[src/rtl/envelope_sequencer.sv]
// rtl/envelope_sequencer.sv - gate-driven ADSR phase/step sequencer for the envelope gain stage
//
// Purpose: tracks the ADSR phase and gain-step index of one note. All state
// advances only on codec sample ticks, so phase durations are counted in samples.
//
// Ports:
//   clk          system clock
//   reset        asynchronous, active-high reset
//   sample_tick  one-cycle codec sample request; only these cycles advance state
//   gate         note gate level (1 = key held), sampled on sample_tick
//   phase        0 IDLE, 1 ATTACK, 2 DECAY, 3 SUSTAIN, 4 RELEASE
//   step         gain-step index within the current phase
//   active       1 whenever phase != IDLE
//   out_ready    sample_tick delayed one clock, aligned with phase/step
//   note_done    one-cycle pulse when RELEASE finishes into IDLE
`timescale 1ns/1ps

module envelope_sequencer #(
  parameter int STEP_LEN = 480,
  parameter int A_STEPS  = 10,
  parameter int D_STEPS  = 10,
  parameter int R_STEPS  = 10,
  parameter int CNT_W    = 16
) (
  input  logic       clk,
  input  logic       reset,
  input  logic       sample_tick,
  input  logic       gate,
  output logic [2:0] phase,
  output logic [3:0] step,
  output logic       active,
  output logic       out_ready,
  output logic       note_done
);

  typedef enum logic [2:0] {
    IDLE    = 3'd0,
    ATTACK  = 3'd1,
    DECAY   = 3'd2,
    SUSTAIN = 3'd3,
    RELEASE = 3'd4
  } phase_t;

  localparam logic [CNT_W-1:0] CNT_LAST = CNT_W'(STEP_LEN - 1);
  localparam logic [3:0]       A_LAST   = 4'(A_STEPS - 1);
  localparam logic [3:0]       D_LAST   = 4'(D_STEPS - 1);
  localparam logic [3:0]       R_LAST   = 4'(R_STEPS - 1);

  phase_t           phase_q, phase_d;
  logic [3:0]       step_q, step_d;
  logic [CNT_W-1:0] cnt_q, cnt_d;
  logic             gate_q;
  logic             done_d;
  logic             rise, fall, legal;
  logic [3:0]       last_step;

  assign phase = phase_q;
  assign step  = step_q;

  always_ff @(posedge clk or posedge reset) begin
    if (reset) begin
      phase_q   <= IDLE;
      step_q    <= '0;
      cnt_q     <= '0;
      gate_q    <= 1'b0;
      active    <= 1'b0;
      out_ready <= 1'b0;
      note_done <= 1'b0;
    end else begin
      out_ready <= sample_tick;
      note_done <= sample_tick & done_d;
      if (sample_tick) begin
        phase_q <= phase_d;
        step_q  <= step_d;
        cnt_q   <= cnt_d;
        gate_q  <= gate;
        active  <= (phase_d != IDLE);
      end
    end
  end

  always_comb begin
    phase_d   = phase_q;
    step_d    = step_q;
    cnt_d     = cnt_q;
    done_d    = 1'b0;
    rise      = gate & ~gate_q;
    fall      = ~gate & gate_q;
    legal     = (phase_q <= RELEASE);
    last_step = R_LAST;

    case (phase_q)
      ATTACK:  last_step = A_LAST;
      DECAY:   last_step = D_LAST;
      default: last_step = R_LAST;
    endcase

    // Default per-phase behaviour (lowest priority).
    case (phase_q)
      IDLE, SUSTAIN: begin
        step_d = '0;
        cnt_d  = '0;
      end
      ATTACK, DECAY, RELEASE: begin
        if (cnt_q != CNT_LAST) begin
          cnt_d = cnt_q + CNT_W'(1);
        end else begin
          cnt_d = '0;
          if (step_q != last_step) begin
            step_d = step_q + 4'd1;
          end else begin
            step_d = '0;
            case (phase_q)
              ATTACK:  phase_d = DECAY;
              DECAY:   phase_d = SUSTAIN;
              default: begin
                phase_d = IDLE;
                done_d  = 1'b1;
              end
            endcase
          end
        end
      end
      default: begin
        // Corrupted encoding: fall back to IDLE quietly.
        phase_d = IDLE;
        step_d  = '0;
        cnt_d   = '0;
      end
    endcase

    // Gate edges override counting; rise is applied last so it wins.
    if (legal && fall && (phase_q inside {ATTACK, DECAY, SUSTAIN})) begin
      phase_d = RELEASE;
      step_d  = '0;
      cnt_d   = '0;
      done_d  = 1'b0;
    end
    if (legal && rise) begin
      phase_d = ATTACK;
      step_d  = '0;
      cnt_d   = '0;
      done_d  = 1'b0;
    end
  end

endmodule

[config.mk]
export PLATFORM = sky130hd
export DESIGN_NAME = envelope_sequencer
export DESIGN_NICKNAME = d
export VERILOG_FILES = /design/src/rtl/envelope_sequencer.sv
export SDC_FILE = /design/constraint.sdc
export NUM_CORES = 1
export LEC_CHECK = 0
export ABC_AREA = 0
export BUFFER_PORTS_ARGS = -buffer_cell sky130_fd_sc_hd__buf_2
export CAP_MARGIN = 10
export CORE_MARGIN = 3
export CORE_UTILIZATION = 61
export CTS_BUF_LIST = sky130_fd_sc_hd__clkbuf_4
export CTS_CLUSTER_SIZE = 24
export DETAILED_ROUTE_END_ITERATION = 6
export PLACE_DENSITY = 0.84
export SLEW_MARGIN = 40
export SYNTH_ARGS = -nofsm -noshare
export SYNTH_HDL_FRONTEND = slang
export SYNTH_SLANG_ARGS = --single-unit
[constraint.sdc]
create_clock -name clk -period 2.59 [get_ports clk]
set_input_delay 0.3885 -clock clk [delete_from_list [all_inputs] [get_ports clk]]
set_output_delay 0.3885 -clock clk [all_outputs]
set_load 0.005 [all_outputs]
Word-level counts from Yosys, hierarchy flattened. Index checks and enable logic that the tools add are counted.

Add/sub/neg operators: 2. Reductions and logical operators: 10. Multiplexer cells: 21. Bitwise operators: 5. Magnitude comparators: 1. Eq/ne operators: 7.

Operators by type and width (number): $mux W16 (4); $mux W4 (5); $add A16 B1 Y16 const B (1); $ne A16 B9 Y1 const B (1); $mux W3 (4); $ne A4 B4 Y1 const B (2); $eq A3 B2 Y1 const B (2); $mux W1 (6); $pmux W3 S2 (1); $reduce_bool A3 Y1 (2); $add A4 B1 Y4 const B (1); $pmux W2 S2 (1); $reduce_or A2 Y1 (2); $and A1 B1 Y1 (3); $eq A3 B1 Y1 const B (1); $eq A3 B3 Y1 const B (1); $le A3 B3 Y1 const B (1); $logic_and A1 B1 Y1 (3); $logic_not A3 Y1 (1); $reduce_or A3 Y1 (1); $not A1 Y1 (2); $reduce_and A2 Y1 (1).

Output and inout bits: 10. Input bits: 4. Logic and storage cells: 53. Register bits after elaboration: 27.

Logic depth before layout (Yosys ltp). Gate-level depths: netlist of run 1.

Depth in word-level cells: 9. Gate-level depth with buffers: 9. Mapped depth without buffers: 7.

Worst setup path after synthesis of run 1. No wires, ideal clock.

Path kind: reg-to-reg. From: register cnt_q[0]. To: register step_q[1], in the netlist step[1]. Arrival: 1.816 ns. Setup slack: 0.649 ns. Setup time: 0.125 ns. Buffers on the path: 2. Clock period less this slack: 1.941 ns. Stages on the path, launching flop included: 9. Required time: 2.465 ns. Cell sequence: dfrtp_1 -> ha_1 -> and3_4 -> buf_6 -> and4_4 -> a21o_4 -> and2_4 -> buf_6 -> mux2_4.

Longest elaborated chain between the ends: 3.

Ends and longest elaborated chain: start: declaration (line 51) `logic [CNT_W-1:0] cnt_q, cnt_d;`; start signal: assignment (line 75) `cnt_q <= cnt_d;`; $ne A16 B9 Y1 (line 105) `if (cnt_q != CNT_LAST) begin`; $ne A4 B4 Y1 (no line); $reduce_and A2 Y1 (no line); end signal: assignment (line 74) `step_q <= step_d;`; end: declaration (line 50) `logic [3:0] step_q, step_d;`.

No other way between the ends. A chain may end at the register's enable or synchronous reset.

Final worst setup path of run 1.
From: register cnt_q[11]. To: register step_q[1], in the netlist step[1].

The elaborated chain is that of the path after synthesis.

==> metrics.md, run 1 <==
| Metric | Value |
|---|---|
| Ant diodes | 0 |
| Fill cells | 165 |
| Seq. cell area | 676 µm² |
| Clock share of power | 0.240 |
| Critical R2R Launch | cnt_q[11]$_DFFE_PP0P_ |
| Worst Path Required | 2.82 ns |
| Port buffer count | 13 |
| Cell count after synthesis | 154 |
| Fmax | 0.516 GHz |
| Critical Path Source Type | flop |
| Post-placement cell area | 1570 µm² |
| Setup Skew | 0.00943 ns |
| Area of the multi-input gates | 753 µm² |
| Sw Ratio | 0.278 |
| Fin crit share | 0.748 |
| RSZ-0062 raised after global routing | false |
| Post-Syn Area | 1500 µm² |
| Final net count | 174 |
| Post-route antenna net violation count | 0 |
| Power Density | 494 nW/µm² |
| Die area | 3100 µm² |
| Leakage | 0.744 nW |
| Internal cell power | 570 µW |
| Io pins | 14 |
| Worst Max-Slew Pin Slew | 0.542 ns |
| Worst EP arrival | 2.17 ns |
| Worst-path cell chain | nor4_2 > and4_4 > a21o_4 > and2_4 > mux2_4 |
| Fraction of registers with async set/reset | 1.00 |
| HPWL after DPL | 2080 µm |
| Worst-path maximum fanout | 14 |
| Hold buffers post-CTS | 0 |
| Met3 routed WL | 110 µm |
| Hold Crit Class | input pin to async pin |
| Slew Viols, Final | 0 |
| Crit path time final | 1.94 ns |
| Status | finished, final reports clean |
| Root Buffer | clkbuf_4 |
| # H-tree levels | 1 |
| Initial Util | 0.661 |
| Row cnt | 17 |
| Vias | 1,156 |
| Share of cells above drive strength 1 | 0.187 |
| Die X | 55.7 µm |
| Post-CTS Setup Bufs | 0 |
| Initial drt markers | 22 |
| FF-to-FF End | step[1]$_DFFE_PP0P_ |
| CP bufs+invs | 0 |
| CP Capture Type | flop |
| Chip Height | 55.7 µm |
| Sw Pwr | 219 µW |
| Worst skew pair latency | 0.32 ns |
| Comb pwr share | 0.175 |
| Final Hold Violating Endpoints | 0 |
| Top FF cell, synth | dfrtp_1 |
| Clock tree buffer depth | 2 |
| Slowest-stage cell, CP | dfrtp_1 |
| DRC viols | 0 |
| Max-cap violations | 0 |
| Sink Count | 27 |
| WL met2 | 1350 µm |
| CTS tree | built |
| Congestion Overflow GR | 0 |
| Synth cell types | 40 |
| Largest stage delay on the critical path | 0.46 ns |
| CTS Buf Count | 3 |
| Area growth syn-to-layout | 6.16% |
| Routed vias/inst | 5.96 |
| Post-Syn Nets | 161 |
| Finished layout cell area | 1600 µm² |
| Vias in the first global route | 1,097 |
| Reg2reg setup slack | 0.65 ns |
| Detailed Routing Iterations Pass 1 | 4 |
| Detailed Route WL | 2850 µm |
| Number of synthesized flops with an enable pin | 0 |
| Placer Congestion | 0.751 |
| Initial antenna violation count | 0 |
| Sequential share of power | 0.586 |
| Gr usage total | 0.203 |
| CTS clk-pin slew, worst paths | 0.14 ns |
| Sequential area share after synthesis | 0.449 |
| Flops & latches, synth | 27 |
| Setup_tns | 0 ns |
| Synthesis warning total | 0 |
| Rel. slew slack | 0.638 |
| Crit Path Category | flop to flop |
| Routed wire per std cell | 14.7 µm |
| Final setup fails | 0 |
| CP delay by family, top | simple AND/OR/NAND/NOR gates |
| Top sig layer | met4 |
| Core area | 2280 µm² |
| DRT met1 WL | 1280 µm |
| Largest net degree at the start of global routing | 28 |
| CTS resizes | 0 |
| R2R depth | 5 |
| Maximum vdd drop | 0.358 mV |
| First-pass GRT wire length | 5000 µm |
| Syn_area_per_cell | 9.77 µm² |
synth_stat cells (2+ instances only):
master | instances | area share
dfrtp_1 | 27 | 0.45
nor2_1 | 21 | 0.052
nand2_1 | 9 | 0.022
nor3_1 | 9 | 0.030
inv_1 | 8 | 0.020
xnor2_1 | 7 | 0.041
nand3_1 | 6 | 0.020
xor2_1 | 6 | 0.035
a21oi_1 | 5 | 0.017
o21ai_0 | 4 | 0.013
a21o_1 | 3 | 0.015
and3_1 | 3 | 0.012
buf_6 | 3 | 0.022
clkbuf_1 | 3 | 0.0075
ha_1 | 3 | 0.025
mux2_2 | 3 | 0.022
nand2b_1 | 3 | 0.012
nand3b_1 | 3 | 0.015
nand4_1 | 3 | 0.012
a31oi_1 | 2 | 0.0083
and2_4 | 2 | 0.012
and3b_1 | 2 | 0.012
nor4_1 | 2 | 0.0083
cell usage in the layout, fill, tap and decap left out, types with 2 or more instances in the layout:
cell type and instances:
nand3b_1 3, nand2_1 9, nor2_1 21, nand2b_1 3, mux2_2 3, nand3_1 6, o21ai_0 4, xor2_1 6
xnor2_1 7, a21oi_1 5, a21o_1 3, and2_4 2, and3b_1 2, inv_1 7, nor3_1 9, dfrtp_1 27
clkbuf_4 4, buf_2 13, ha_1 3, nor4_1 2, nand4_1 3, a31oi_1 2, and3_1 3
area by class of cell:
cell class,count,area share
timing repair buffer,14,0.0455
tap,28,0.0219
multi-input combinational,113,0.472
sequential,27,0.423
inverter,8,0.0188
clock buffer,4,0.0188
power by group through the flow:
| stage | registers, mW | logic, mW | clock network (mW) |
|---|---|---|---|
| after floorplan | 0.468 | 0.107 | 0 |
| after global placement | 0.468 | 0.128 | 0 |
| after detailed placement | 0.469 | 0.139 | 0 |
| after CTS | 0.462 | 0.138 | 0.195 |
| after global routing | 0.466 | 0.156 | 0.211 |
| final | 0.462 | 0.138 | 0.189 |
state kept, by name, indices dropped and copies added (netlist names):
signal     flops
cnt_q         16
step           4
phase          3
active         1
gate_q         1
note_done      1
out_ready      1
layer usage:
| metal | vias to the layer above | track usage |
|---|---|---|
| met5 | - | 0 |
| met4 | 0 | 0.122 |
| met3 | 11 | 0.0278 |
| met2 | 36 | 0.313 |
| met1 | 548 | 0.272 |
| li1 | 561 | - |
per-stage QoR:
stage | hold slack [ns] | worst slack (ns) | utilization | cells | power [mW]
3_3_place_gp | 0.505 | 0.730 | 0.688 | 190 | 0.596
3_5_place_dp | 0.469 | 0.638 | 0.688 | 190 | 0.608
5_1_grt | 0.107 | 0.552 | 0.701 | 194 | 0.832
2_1_floorplan | 0.420 | 0.649 | - | 154 | 0.574
6_report | 0.0825 | 0.653 | 0.701 | 194 | 0.789
4_1_cts | 0.101 | 0.685 | 0.701 | 194 | 0.795
cell families after synthesis:
logic type	synth area share
AND/OR/NAND/NOR	0.276
multiplexers	0.0391
flip-flops	0.449
XOR/XNOR	0.0757
buffers and inverters	0.0499
AO/OA/AOI/OAI	0.0849
adder cells (fa/ha/maj)	0.0250
worst max path at each step:
stage                                      from             endpoint  slack (ns)  depth (start not counted)
after CTS                  cnt_q[0]$_DFFE_PP0P_  step[1]$_DFFE_PP0P_        0.68                          6
after floorplan            cnt_q[0]$_DFFE_PP0P_  step[1]$_DFFE_PP0P_        0.65                          8
after global routing      cnt_q[11]$_DFFE_PP0P_  step[1]$_DFFE_PP0P_        0.55                          5
after detailed placement                   gate  step[0]$_DFFE_PP0P_        0.64                          6
after global placement                     gate  step[2]$_DFFE_PP0P_        0.73                          6
final                     cnt_q[11]$_DFFE_PP0P_  step[1]$_DFFE_PP0P_        0.65                          5
No activity file was read; power rests on OpenSTA's default activity.
==> inputs of run 2 (changes only) <==
- CORE_ASPECT_RATIO: default -> 2
- CORE_UTILIZATION: 61 -> 55
- PLACE_DENSITY: 0.84 -> 0.8
- clock period: 2.59 -> 1.6 ns (I/O delays scaled with it)
==> run 2 against run 1 <==
Net effect: the run now ends with setup timing left; first-iteration DRC count increased to 2.9 times the previous value; clock skew decreased by 0.0058 ns; critical path depth decreased by 1; power increased by 89%; fmax increased by 8.3%; critical endpoint is now step[0]$_DFFE_PP0P_; cell area increased by 32%; largest power group unchanged.
==> metrics.md, run 2 (synthesized netlist as in run 1, its figures left out) <==
| Metric | Value |
|---|---|
| Detailed Routing Iterations Pass 1 | 4 |
| CTS Buf Count | 3 |
| Die area | 3440 µm² |
| Leakage | 1.01 nW |
| Max-cap violations | 0 |
| Vias in the first global route | 1,426 |
| Vias | 1,422 |
| Status | finished with violations |
| FF-to-FF End | step[0]$_DFFE_PP0P_ |
| Worst skew pair latency | 0.33 ns |
| RSZ-0062 raised after global routing | true |
| Largest stage delay on the critical path | 0.55 ns |
| Ant diodes | 0 |
| Critical Path Source Type | flop |
| CP Launch Point | cnt_q[13]$_DFFE_PP0P_ |
| R2R depth | 4 |
| Hold Crit Class | input pin to flop |
| Worst Max-Slew Pin Slew | 0.352 ns |
| Core area | 2570 µm² |
| DRC viols | 0 |
| Max reg flops | 16 |
| Gr usage total | 0.227 |
| CTS tree | built |
| PnR worst setup slack | -0.189 ns |
| M2 GR Usage | 0.446 |
| Failing checks | setup timing |
| Most common cell after layout, fill and taps aside | buf_4 |
| Slowest-stage cell, CP | or4_4 |
| Worst Path Required | 1.86 ns |
| Maximum vdd drop | 0.627 mV |
| # H-tree levels | 1 |
| Die X | 43.0 µm |
| Initial antenna violation count | 0 |
| Initial drt markers | 63 |
| Most frequent cells in the layout | 40 x buf_4, 25 x dfrtp_1, 13 x buf_2, 12 x nor2_1 |
| Fin crit share | 1.12 |
| CP Capture Type | flop |
| Root Buffer | clkbuf_4 |
| Post-place setup slack | -0.153 ns |
| Worst-path maximum fanout | 2 |
| Pwr Total | 1.49 mW |
| Clock tree buffer depth | 2 |
| Detailed Route WL | 4470 µm |
| Chip Height | 80.0 µm |
| Worst EP arrival | 2.05 ns |
| Worst-path cell chain | nor4_4 > nand4_1 > or4_4 > mux2i_1 |
| Row cnt | 26 |
| Rel. slew slack | 0.762 |
| Congestion Overflow GR | 0 |
| Reg2reg setup slack | -0.19 ns |
| Fmax | 0.559 GHz |
| Post-route antenna net violation count | 0 |
| Final Hold Violating Endpoints | 0 |
| Setup Skew | 0.00365 ns |
| Routed vias/inst | 6.03 |
| Share of cells above drive strength 1 | 0.495 |
| HPWL after DPL | 2670 µm |
| Final net count | 216 |
| Routed wire per std cell | 18.9 µm |
| Port buffer count | 13 |
| Crit Path Category | flop to flop |
| Busiest grt layer | met2 |
| Final setup fails | 21 |
| Initial Util | 0.585 |
| Placer Congestion | 0.882 |
| Top reg by flops | cnt_q |
| Grt met1 use | 0.220 |
| Power Density | 708 nW/µm² |
| Crit path time final | 1.79 ns |
| Sink Count | 27 |
| Area growth syn-to-layout | 39.9% |
| Largest net degree at the start of global routing | 28 |
| First-pass GRT wire length | 5990 µm |
| CTS clk-pin slew, worst paths | 0.15 ns |
| Critical R2R Launch | cnt_q[13]$_DFFE_PP0P_ |
| Slew Viols, Final | 0 |
| Grt met3 use | 0.0158 |
| Io pins | 14 |
| Critical Path Sink | step[0]$_DFFE_PP0P_ |
[run 2: cell types whose count changed in the layout (fill, tap and decap cells not counted), moves of 3 or more]
| cell | previous run | this run |
|---|---|---|
| nor2_1 | 21 | 12 |
| nor2_2 | 0 | 8 |
| buf_4 | 1 | 40 |
| nor3_1 | 9 | 6 |
[run 2: area by class of cell]
cell class,count,area (µm²)
Fill cell,130,467
Timing Repair Buffer,56,398
Tap cell,28,35.0
Clock buffer,4,30.0
Sequential cell,27,678
Inverter,8,30.0
Multi-Input combinational cell,113,932
[run 2: what timing repair did]
item / CTS / global route
buffers inserted: 3 / 8
hold buffers: 1 / 0
pin swaps: 10 / 17
gates resized for setup: 15 / 27
endpoints found under the setup margin: 20 / 21
hold endpoints to repair: 27 / 0
[run 2: worst min-delay path by stage]
stage | start | end | slack, ns | depth (start not counted)
finish | gate | gate_q$_DFFE_PP0P_ | 0.25 | 2
global route | gate | gate_q$_DFFE_PP0P_ | 0.25 | 2
CTS | gate | gate_q$_DFFE_PP0P_ | 0.21 | 2
detailed placement | reset | cnt_q[9]$_DFFE_PP0P_ | 0.32 | 3
global placement | reset | cnt_q[7]$_DFFE_PP0P_ | 0.30 | 3
floorplan | sample_tick | out_ready$_DFF_PP0_ | 0.27 | 0
[run 2: worst max-delay path: cells and delay by family, from the launching register on]
family           cells  cell delay, ns
AND/OR/NAND/NOR      3            1.15
flip-flops           1            0.43
multiplexers         1            0.15
[run 2: layer usage]
| metal | share of wire | vias to the layer above |
|---|---|---|
| li1 | - | 643 |
| met1 | 0.36 | 711 |
| met2 | 0.58 | 51 |
| met3 | 0.029 | 17 |
| met4 | 0.034 | 0 |
| met5 | 0 | - |
[run 2: per-stage QoR]
step	instance area [µm²]	util	cells	hold slack, ns	setup TNS, ns
2_1_floorplan	1520	-	154	0.271	-1.86
3_3_place_gp	1800	0.702	220	0.304	-0.299
3_5_place_dp	1800	0.702	220	0.317	-1.54
4_1_cts	1930	0.753	228	0.207	-0.860
5_1_grt	2100	0.818	236	0.251	-2.56
6_report	2100	0.818	236	0.249	-2.02
[run 2: where the power goes]
group,internal [mW],switching [mW]
Sequential,0.715,0.0343
Clock,0.115,0.205
Combinational,0.203,0.216
